File: src/rtl/reorder_buffer_pkg.sv
`default_nettype none
// ============================================================================
// Module      : reorder_buffer_pkg
// Description : Shared constants and types for the reorder buffer and the
//               blocks that exchange ROB tags with it (RS, LSB, RF).
//               Entry type encodings:
//                  ROB_T_REG  = 0 : register-writing instruction
//                  ROB_T_BR   = 1 : conditional branch
//                  ROB_T_ST   = 2 : store
//                  ROB_T_JALR = 3 : indirect jump, writes rd = pc+4
//               Tag convention for RS/RF: a tag carries one extra MSB. When
//               that bit is set the operand has no pending producer;
//               NO_ROB_TAG_EXT is the canonical "no tag" value.
// Revision    : 1.0 - initial release
// ============================================================================
package reorder_buffer_pkg;

   localparam int ROB_DEPTH_DEF = 16;
   localparam int IDX_W_DEF     = 4;
   localparam int XLEN_DEF      = 32;

   typedef enum logic [1:0] {
      ROB_T_REG  = 2'd0,
      ROB_T_BR   = 2'd1,
      ROB_T_ST   = 2'd2,
      ROB_T_JALR = 2'd3
   } rob_type_e;

   localparam logic [IDX_W_DEF-1:0] NO_ROB_TAG     = {IDX_W_DEF{1'b1}};
   localparam logic [IDX_W_DEF:0]   NO_ROB_TAG_EXT = {1'b1, NO_ROB_TAG};

   // A JALR always redirects; a branch redirects only when its resolved
   // direction disagrees with the prediction made at fetch.
   function automatic logic is_mispredict(input rob_type_e t,
                                          input logic      pred,
                                          input logic      taken);
      return (t == ROB_T_JALR) || ((t == ROB_T_BR) && (taken != pred));
   endfunction

endpackage
`default_nettype wire

File: src/rtl/reorder_buffer_ptr.sv
`default_nettype none
// ============================================================================
// Module      : rob_ptr
// Description : Wrap-around circular-buffer pointer. Increments by one and
//               wraps DEPTH-1 -> 0; clr returns it to 0 and wins over inc.
// Ports       : clk, rst (sync, active-high), inc, clr, ptr[IDX_W-1:0]
// Revision    : 1.0 - initial release
// ============================================================================
module rob_ptr #(
   parameter int DEPTH = 16,
   parameter int IDX_W = 4
) (
   input  logic             clk,
   input  logic             rst,
   input  logic             inc,
   input  logic             clr,
   output logic [IDX_W-1:0] ptr
);

   localparam logic [IDX_W-1:0] LAST = IDX_W'(DEPTH - 1);
   localparam logic [IDX_W-1:0] ONE  = IDX_W'(1);

   always_ff @(posedge clk) begin
      if (rst || clr) begin
         ptr <= '0;
      end else if (inc) begin
         ptr <= (ptr == LAST) ? '0 : ptr + ONE;
      end
   end

endmodule
`default_nettype wire

File: src/rtl/reorder_buffer.sv
`default_nettype none
// ============================================================================
// Module      : reorder_buffer
// Description : In-order retirement queue for the Tomasulo core. Dispatch
//               allocates at the tail, the RS/LSB result buses complete
//               entries out of order, and the head retires in program order.
//               A mispredicted branch or any JALR flushes the whole buffer.
// Ports       : clk, rst, rdy (global enable)
//               issue_*  : dispatch handshake, issue_tag = allocated index
//               qj_/qk_  : operand lookup by tag
//               alu_wb_* / lsb_wb_* : result buses
//               commit_* : registered retire pulse to RF / LSB
//               flush, flush_pc : registered redirect
//               train_*  : registered predictor update on branch commit
// Config      : ROB_WB_BYPASS_EN - lookups also see the current-cycle
//               result buses (LSB wins when both hit the same tag).
// Revision    : 1.0 - initial release
// ============================================================================
module reorder_buffer
   import reorder_buffer_pkg::*;
#(
   parameter int ROB_DEPTH = ROB_DEPTH_DEF,
   parameter int IDX_W     = IDX_W_DEF,
   parameter int XLEN      = XLEN_DEF
) (
   input  logic             clk,
   input  logic             rst,
   input  logic             rdy,
   // dispatch
   input  logic             issue_valid,
   output logic             issue_ready,
   input  logic [1:0]       issue_type,
   input  logic [4:0]       issue_rd,
   input  logic [XLEN-1:0]  issue_pc,
   input  logic             issue_pred,
   output logic [IDX_W-1:0] issue_tag,
   // operand lookup
   input  logic [IDX_W-1:0] qj_tag,
   output logic             qj_rdy,
   output logic [XLEN-1:0]  qj_val,
   input  logic [IDX_W-1:0] qk_tag,
   output logic             qk_rdy,
   output logic [XLEN-1:0]  qk_val,
   // result buses
   input  logic             alu_wb_valid,
   input  logic [IDX_W-1:0] alu_wb_tag,
   input  logic [XLEN-1:0]  alu_wb_val,
   input  logic             alu_wb_taken,
   input  logic [XLEN-1:0]  alu_wb_target,
   input  logic             lsb_wb_valid,
   input  logic [IDX_W-1:0] lsb_wb_tag,
   input  logic [XLEN-1:0]  lsb_wb_val,
   // commit
   output logic             commit_valid,
   output logic [4:0]       commit_rd,
   output logic [XLEN-1:0]  commit_val,
   output logic [IDX_W-1:0] commit_tag,
   output logic             commit_store,
   output logic             flush,
   output logic [XLEN-1:0]  flush_pc,
   output logic             train_valid,
   output logic [XLEN-1:0]  train_pc,
   output logic             train_taken
);

   localparam logic [IDX_W:0]  FULL_COUNT = (IDX_W + 1)'(ROB_DEPTH);
   localparam logic [IDX_W:0]  CNT_ONE    = (IDX_W + 1)'(1);
   localparam logic [XLEN-1:0] PC_STEP    = XLEN'(4);

   // flat per-field entry storage
   logic [ROB_DEPTH-1:0] busy;
   logic [ROB_DEPTH-1:0] ready;
   logic [ROB_DEPTH-1:0] ent_pred;
   logic [ROB_DEPTH-1:0] ent_taken;
   rob_type_e            ent_type   [ROB_DEPTH];
   logic [4:0]           ent_rd     [ROB_DEPTH];
   logic [XLEN-1:0]      ent_pc     [ROB_DEPTH];
   logic [XLEN-1:0]      ent_val    [ROB_DEPTH];
   logic [XLEN-1:0]      ent_target [ROB_DEPTH];

   logic [IDX_W-1:0] head;
   logic [IDX_W-1:0] tail;
   logic [IDX_W:0]   count;

   logic            full;
   logic            issue_fire;
   logic            commit_fire;
   logic            flush_fire;
   logic            wb_enable;
   logic            alu_hit;
   logic            lsb_hit;
   rob_type_e       head_type;
   logic            head_mispred;
   logic [XLEN-1:0] head_pc4;

   // flush is high exactly in the cycle after a redirecting commit; the
   // buffer is already empty then, and anything still arriving belongs to
   // squashed instructions.
   assign full        = (count == FULL_COUNT);
   assign issue_ready = !full && !flush;
   assign issue_tag   = tail;
   assign issue_fire  = issue_valid && issue_ready && rdy;
   assign commit_fire = rdy && !flush && (count != '0) && ready[head];

   assign head_type    = ent_type[head];
   assign head_mispred = is_mispredict(head_type, ent_pred[head], ent_taken[head]);
   assign head_pc4     = ent_pc[head] + PC_STEP;
   assign flush_fire   = commit_fire && head_mispred;

   assign wb_enable = rdy && !flush;
   assign alu_hit   = wb_enable && alu_wb_valid && busy[alu_wb_tag];
   assign lsb_hit   = wb_enable && lsb_wb_valid && busy[lsb_wb_tag];

   rob_ptr #(.DEPTH(ROB_DEPTH), .IDX_W(IDX_W)) u_head_ptr (
      .clk (clk),
      .rst (rst),
      .inc (commit_fire),
      .clr (flush_fire),
      .ptr (head)
   );

   rob_ptr #(.DEPTH(ROB_DEPTH), .IDX_W(IDX_W)) u_tail_ptr (
      .clk (clk),
      .rst (rst),
      .inc (issue_fire),
      .clr (flush_fire),
      .ptr (tail)
   );

   // Status bits. A redirecting commit empties the buffer at the same edge
   // it raises flush, so the redirect cycle already sees an empty ROB.
   always_ff @(posedge clk) begin
      if (rst || flush_fire) begin
         busy  <= '0;
         ready <= '0;
      end else begin
         if (alu_hit) ready[alu_wb_tag] <= 1'b1;
         if (lsb_hit) ready[lsb_wb_tag] <= 1'b1;
         if (commit_fire) begin
            busy[head]  <= 1'b0;
            ready[head] <= 1'b0;
         end
         // tail never equals head while issue is allowed, except when empty
         if (issue_fire) begin
            busy[tail]  <= 1'b1;
            ready[tail] <= 1'b0;
         end
      end
   end

   // Payload fields need no reset: they are only read through busy/ready.
   always_ff @(posedge clk) begin
      if (alu_hit) begin
         ent_val[alu_wb_tag]    <= alu_wb_val;
         ent_taken[alu_wb_tag]  <= alu_wb_taken;
         ent_target[alu_wb_tag] <= alu_wb_target;
      end
      if (lsb_hit) begin
         ent_val[lsb_wb_tag] <= lsb_wb_val;
      end
      if (issue_fire) begin
         ent_type[tail] <= rob_type_e'(issue_type);
         ent_rd[tail]   <= issue_rd;
         ent_pc[tail]   <= issue_pc;
         ent_pred[tail] <= issue_pred;
      end
   end

   always_ff @(posedge clk) begin
      if (rst || flush_fire) begin
         count <= '0;
      end else begin
         case ({issue_fire, commit_fire})
            2'b10:   count <= count + CNT_ONE;
            2'b01:   count <= count - CNT_ONE;
            default: count <= count;
         endcase
      end
   end

   always_ff @(posedge clk) begin
      if (rst) begin
         commit_valid <= 1'b0;
         commit_rd    <= '0;
         commit_val   <= '0;
         commit_tag   <= '0;
         commit_store <= 1'b0;
         flush        <= 1'b0;
         flush_pc     <= '0;
         train_valid  <= 1'b0;
         train_pc     <= '0;
         train_taken  <= 1'b0;
      end else begin
         commit_valid <= 1'b0;
         commit_store <= 1'b0;
         flush        <= 1'b0;
         train_valid  <= 1'b0;
         if (commit_fire) begin
            commit_valid <= 1'b1;
            commit_tag   <= head;
            flush        <= head_mispred;
            case (head_type)
               ROB_T_REG: begin
                  commit_rd  <= ent_rd[head];
                  commit_val <= ent_val[head];
               end
               ROB_T_ST: begin
                  commit_rd    <= '0;
                  commit_val   <= ent_val[head];
                  commit_store <= 1'b1;
               end
               ROB_T_BR: begin
                  commit_rd   <= '0;
                  commit_val  <= ent_val[head];
                  train_valid <= 1'b1;
                  train_pc    <= ent_pc[head];
                  train_taken <= ent_taken[head];
                  flush_pc    <= ent_taken[head] ? ent_target[head] : head_pc4;
               end
               ROB_T_JALR: begin
                  commit_rd  <= ent_rd[head];
                  commit_val <= head_pc4;
                  flush_pc   <= ent_target[head];
               end
            endcase
         end
      end
   end

   // Operand lookup; only a completed, live entry returns a value.
   always_comb begin
      qj_rdy = busy[qj_tag] && ready[qj_tag];
      qj_val = qj_rdy ? ent_val[qj_tag] : '0;
      qk_rdy = busy[qk_tag] && ready[qk_tag];
      qk_val = qk_rdy ? ent_val[qk_tag] : '0;
`ifdef ROB_WB_BYPASS_EN
      // later assignments win, giving the LSB bus priority
      if (alu_hit && (alu_wb_tag == qj_tag)) begin
         qj_rdy = 1'b1;
         qj_val = alu_wb_val;
      end
      if (lsb_hit && (lsb_wb_tag == qj_tag)) begin
         qj_rdy = 1'b1;
         qj_val = lsb_wb_val;
      end
      if (alu_hit && (alu_wb_tag == qk_tag)) begin
         qk_rdy = 1'b1;
         qk_val = alu_wb_val;
      end
      if (lsb_hit && (lsb_wb_tag == qk_tag)) begin
         qk_rdy = 1'b1;
         qk_val = lsb_wb_val;
      end
`endif
   end

   wb_tags_distinct: assert property (@(posedge clk) disable iff (rst)
      !(alu_wb_valid && lsb_wb_valid && (alu_wb_tag == lsb_wb_tag)));

endmodule
`default_nettype wire

File: config.mk
export PLATFORM = sky130hd
export DESIGN_NAME = reorder_buffer
export DESIGN_NICKNAME = d
export VERILOG_FILES = /design/src/rtl/reorder_buffer_pkg.sv /design/src/rtl/reorder_buffer_ptr.sv /design/src/rtl/reorder_buffer.sv
export SDC_FILE = /design/constraint.sdc
export NUM_CORES = 2
export LEC_CHECK = 0
export BUFFER_PORTS_ARGS = -buffer_cell sky130_fd_sc_hd__buf_2
export CORE_UTILIZATION = 62
export DETAILED_ROUTE_END_ITERATION = 8
export PLACE_DENSITY = 0.8
export SLEW_MARGIN = 0
export SYNTH_ARGS = -nofsm -noshare
export SYNTH_HDL_FRONTEND = slang
export SYNTH_SLANG_ARGS = --single-unit
File: constraint.sdc
create_clock -name clk -period 8.8 [get_ports clk]
set_input_delay 2.64 -clock clk [delete_from_list [all_inputs] [get_ports clk]]
set_output_delay 2.64 -clock clk [all_outputs]
set_load 0.01 [all_outputs]
==> results.sh <==
export IMPL_outcome="complete, no violations"
export IMPL_slowest_delay_ns=0.95
export IMPL_seqCellArea_um2=53600
export IMPL_synth_ff_type="edfxtp_1"
export IMPL_row_count=136
export IMPL_final_cell_mix="1,680 x edfxtp_1, 813 x mux4_2, 514 x mux2_2"
export IMPL_placed_cell_area_um2=89400
export IMPL_clkTransAtPathRegs_ns=0.06
export IMPL_cp_cell_sequence="buf_4, o21ai_0, o211ai_1, o21ai_0, o21ai_4, buf_4, nor2b_1, buf_2"
export IMPL_wl_per_cell_um=37.8
export IMPL_synth_cell_types=71
export IMPL_cts_buffers=184
export IMPL_fillers=8390
export IMPL_cts_root_buf="clkbuf_16"
export IMPL_startpoint_type="input pin"
export IMPL_gp_congestion=0.925
export IMPL_cp_end_kind="output port"
export IMPL_setup_tns_final_ns=0
export IMPL_drtIter0Drc=8137
export IMPL_crit_buf_inv=3
export IMPL_fmax_mhz=128
export IMPL_synth_area_leader_cell="edfxtp_1"
export IMPL_hold_viol_final=0
export IMPL_holdBufCountCts=0
export IMPL_yosys_top_cells_area="edfxtp_1 59%, mux4_2 21%, mux2_2 6.7%, dfxtp_1 3.7%, mux4_1 1.0%"
export IMPL_drive_above_1_share=0.433
export IMPL_cts_setup_buffers=0
export IMPL_drtPass1Iterations=6
export IMPL_routed_via_density=7.46
export IMPL_pin_count=340
export IMPL_initial_core_util=0.625
export IMPL_finalCritPeriodShare=0.887
export IMPL_drv_slew=0
export IMPL_grt_first_pass_wirelength_um=365000
export IMPL_track_usage=0.369
export IMPL_hold_class="reg -> reg"
export IMPL_cap_viol_max_count=0
export IMPL_ctsHtreeMaxLevel=4
export IMPL_relSlewSlack=0.0679
export IMPL_cts_tree="yes"
export IMPL_skew_ns=0.0671
export IMPL_nets=4989
export IMPL_syn_nets=4747
export IMPL_grt_max_degree=166
export IMPL_fin_crit_ns=7.81
export IMPL_yosysWarningCount=0
export IMPL_die_h_um=374
export IMPL_synth_top_cell_area_share=0.587
export IMPL_path_delay_family="compound AO/OA/AOI/OAI gates"
export IMPL_crit_path_top_delay_cell="o21ai_4"
export IMPL_multiInputGateArea_um2=30600
export IMPL_ant_nets=0
export IMPL_port_buffer_count=339
export IMPL_cts_resized=0
export IMPL_synth_edff_count=1680
export IMPL_die_area_um2=140000
export IMPL_ys_ff_latch=1839
export IMPL_crit_fanout=25
export IMPL_wl_um=257000
export IMPL_synthArstFlopShare=0
export IMPL_num_vias=50700
export IMPL_ir_worst_vdd_mv=0.182
export IMPL_gr_total_overflow=0
export IMPL_setup_violations=0
export IMPL_power_leakage_uw=0.0301
export IMPL_critPathArrivalTime_ns=5.17
export IMPL_clk_path_buf_depth=3
export IMPL_core_area_um2=137000
export IMPL_yosysSeqAreaShare=0.624
export IMPL_die_w_um=374
export IMPL_crit_type="in -> out"
export IMPL_grt_antenna_before_repair=62
export IMPL_dp_hpwl_um=145000
export IMPL_final_common_cell="edfxtp_1"
export IMPL_drc=0
export IMPL_synthToLayoutAreaGrowth_pct=11.3
export IMPL_syn_cell_area_um2=85900
export IMPL_rsz0062_at_grt="no"
export IMPL_syn_inst=4572
export IMPL_syn_area_per_cell_um2=18.8
export IMPL_grt_pass1_vias=50500
export IMPL_p_per_area_nw_per_um2=192
export IMPL_clk_latency_ns=0.86
export IMPL_tightest_slew_ns=1.39
export IMPL_clock_sinks=1839
export IMPL_fin_area_um2=95700
export IMPL_cp_required_ns=6.16
## synth_stat cells (10+ instances only)
cell type  instances
edfxtp_1        1680
mux4_2           813
mux2_2           514
clkbuf_1         235
nand2_1          214
dfxtp_1          159
nor2_1           137
a21oi_1           98
buf_2             79
nor2b_1           70
nand3_1           52
buf_1             49
o21ai_0           45
inv_1             35
mux4_1            34
nor3_1            31
a211oi_1          30
a22oi_1           23
a311oi_1          22
xor2_1            18
mux2i_1           17
a31oi_1           16
ha_1              16
or3_1             16
buf_6             14
o22ai_1           13
nand4_1           11
buf_4             10
o211ai_1          10
## logic make-up (layout without fill, tap and decap cells)
logic type               count (synthesis)  in the layout  share of synthesized area
AO/OA/AOI/OAI                          288            288                     0.0215
XOR/XNOR                                26             26                    0.00265
adder cells (fa/ha/maj)                 16             16                    0.00233
buffers and inverters                  437            840                     0.0241
flip-flops                            1839           1839                      0.624
multiplexers                          1379           1379                      0.293
other                                    0             31                          0
AND/OR/NAND/NOR                        587            587                     0.0321
## stage by stage
stage | power [uW] | setup WS [ns] | hold slack [ns] | instances | util
floorplan | 10200 | 1.13 | 0.449 | 4572 | -
global placement | 10500 | 1.00 | 0.437 | 6422 | 0.650
detailed placement | 10500 | 0.983 | 0.447 | 6422 | 0.650
CTS | 18400 | 0.982 | 0.455 | 6769 | 0.695
global route | 18800 | 0.879 | 0.471 | 6788 | 0.696
finish | 18400 | 0.992 | 0.455 | 6800 | 0.696
## metal layers
layer	global-route usage	wire (um)
met3	0.133	39400
met1	0.484	85600
met2	0.556	118000
met4	0.172	13300
met5	0.00652	508
## where the power goes
part           internal (uW)  switching [uW]  leakage (uW)  total, uW
Sequential              9540            7.97        0.0164       9550
Clock                   4550            3520       0.00300       8070
Combinational            330             455        0.0107        785
## sequential cells by signal (all words and copies together), names as in the netlist, 32 cells and up, named ones only
signal,flops
train_pc,32
ent_val,512
ent_rd,80
ent_pc,512
ent_type,32
commit_val,32
flush_pc,32
ent_target,512
## cell type report
cell class | instances | share of cell area
flip-flops and latches | 1839 | 0.561
diodes | 31 | 0.000811
repair buffers | 456 | 0.0282
clock buffers | 229 | 0.0506
clock inverters | 118 | 0.0143
well taps | 1794 | 0.0235
multi-input cells | 2296 | 0.320
inverters | 37 | 0.00153
## final timing paths
path	depth (start not counted)	slack [ns]	start	to
worst min register to register	2	0.45	train_pc[29]$_SDFFE_PP0P_	train_pc[29]$_SDFFE_PP0P_
worst min-delay path	2	0.45	train_pc[29]$_SDFFE_PP0P_	train_pc[29]$_SDFFE_PP0P_
worst max-delay path	8	0.99	qk_tag[1]	qk_val[15]
worst max register to register	9	3.59	register	flush_pc[20]$_SDFFE_PP0P_
## worst reg2reg max path, stage by stage (launching register included)
cell and delay [ns]:
dfxtp_4 1.03, buf_4 0.84, mux4_1 0.47, mux4_2 0.45, and3_1 0.20, o2111ai_1 0.23, nor4_2 0.92, xnor2_1 0.41
nand2_1 0.24, a211oi_1 0.33
Power figures use the tool's default switching activity.
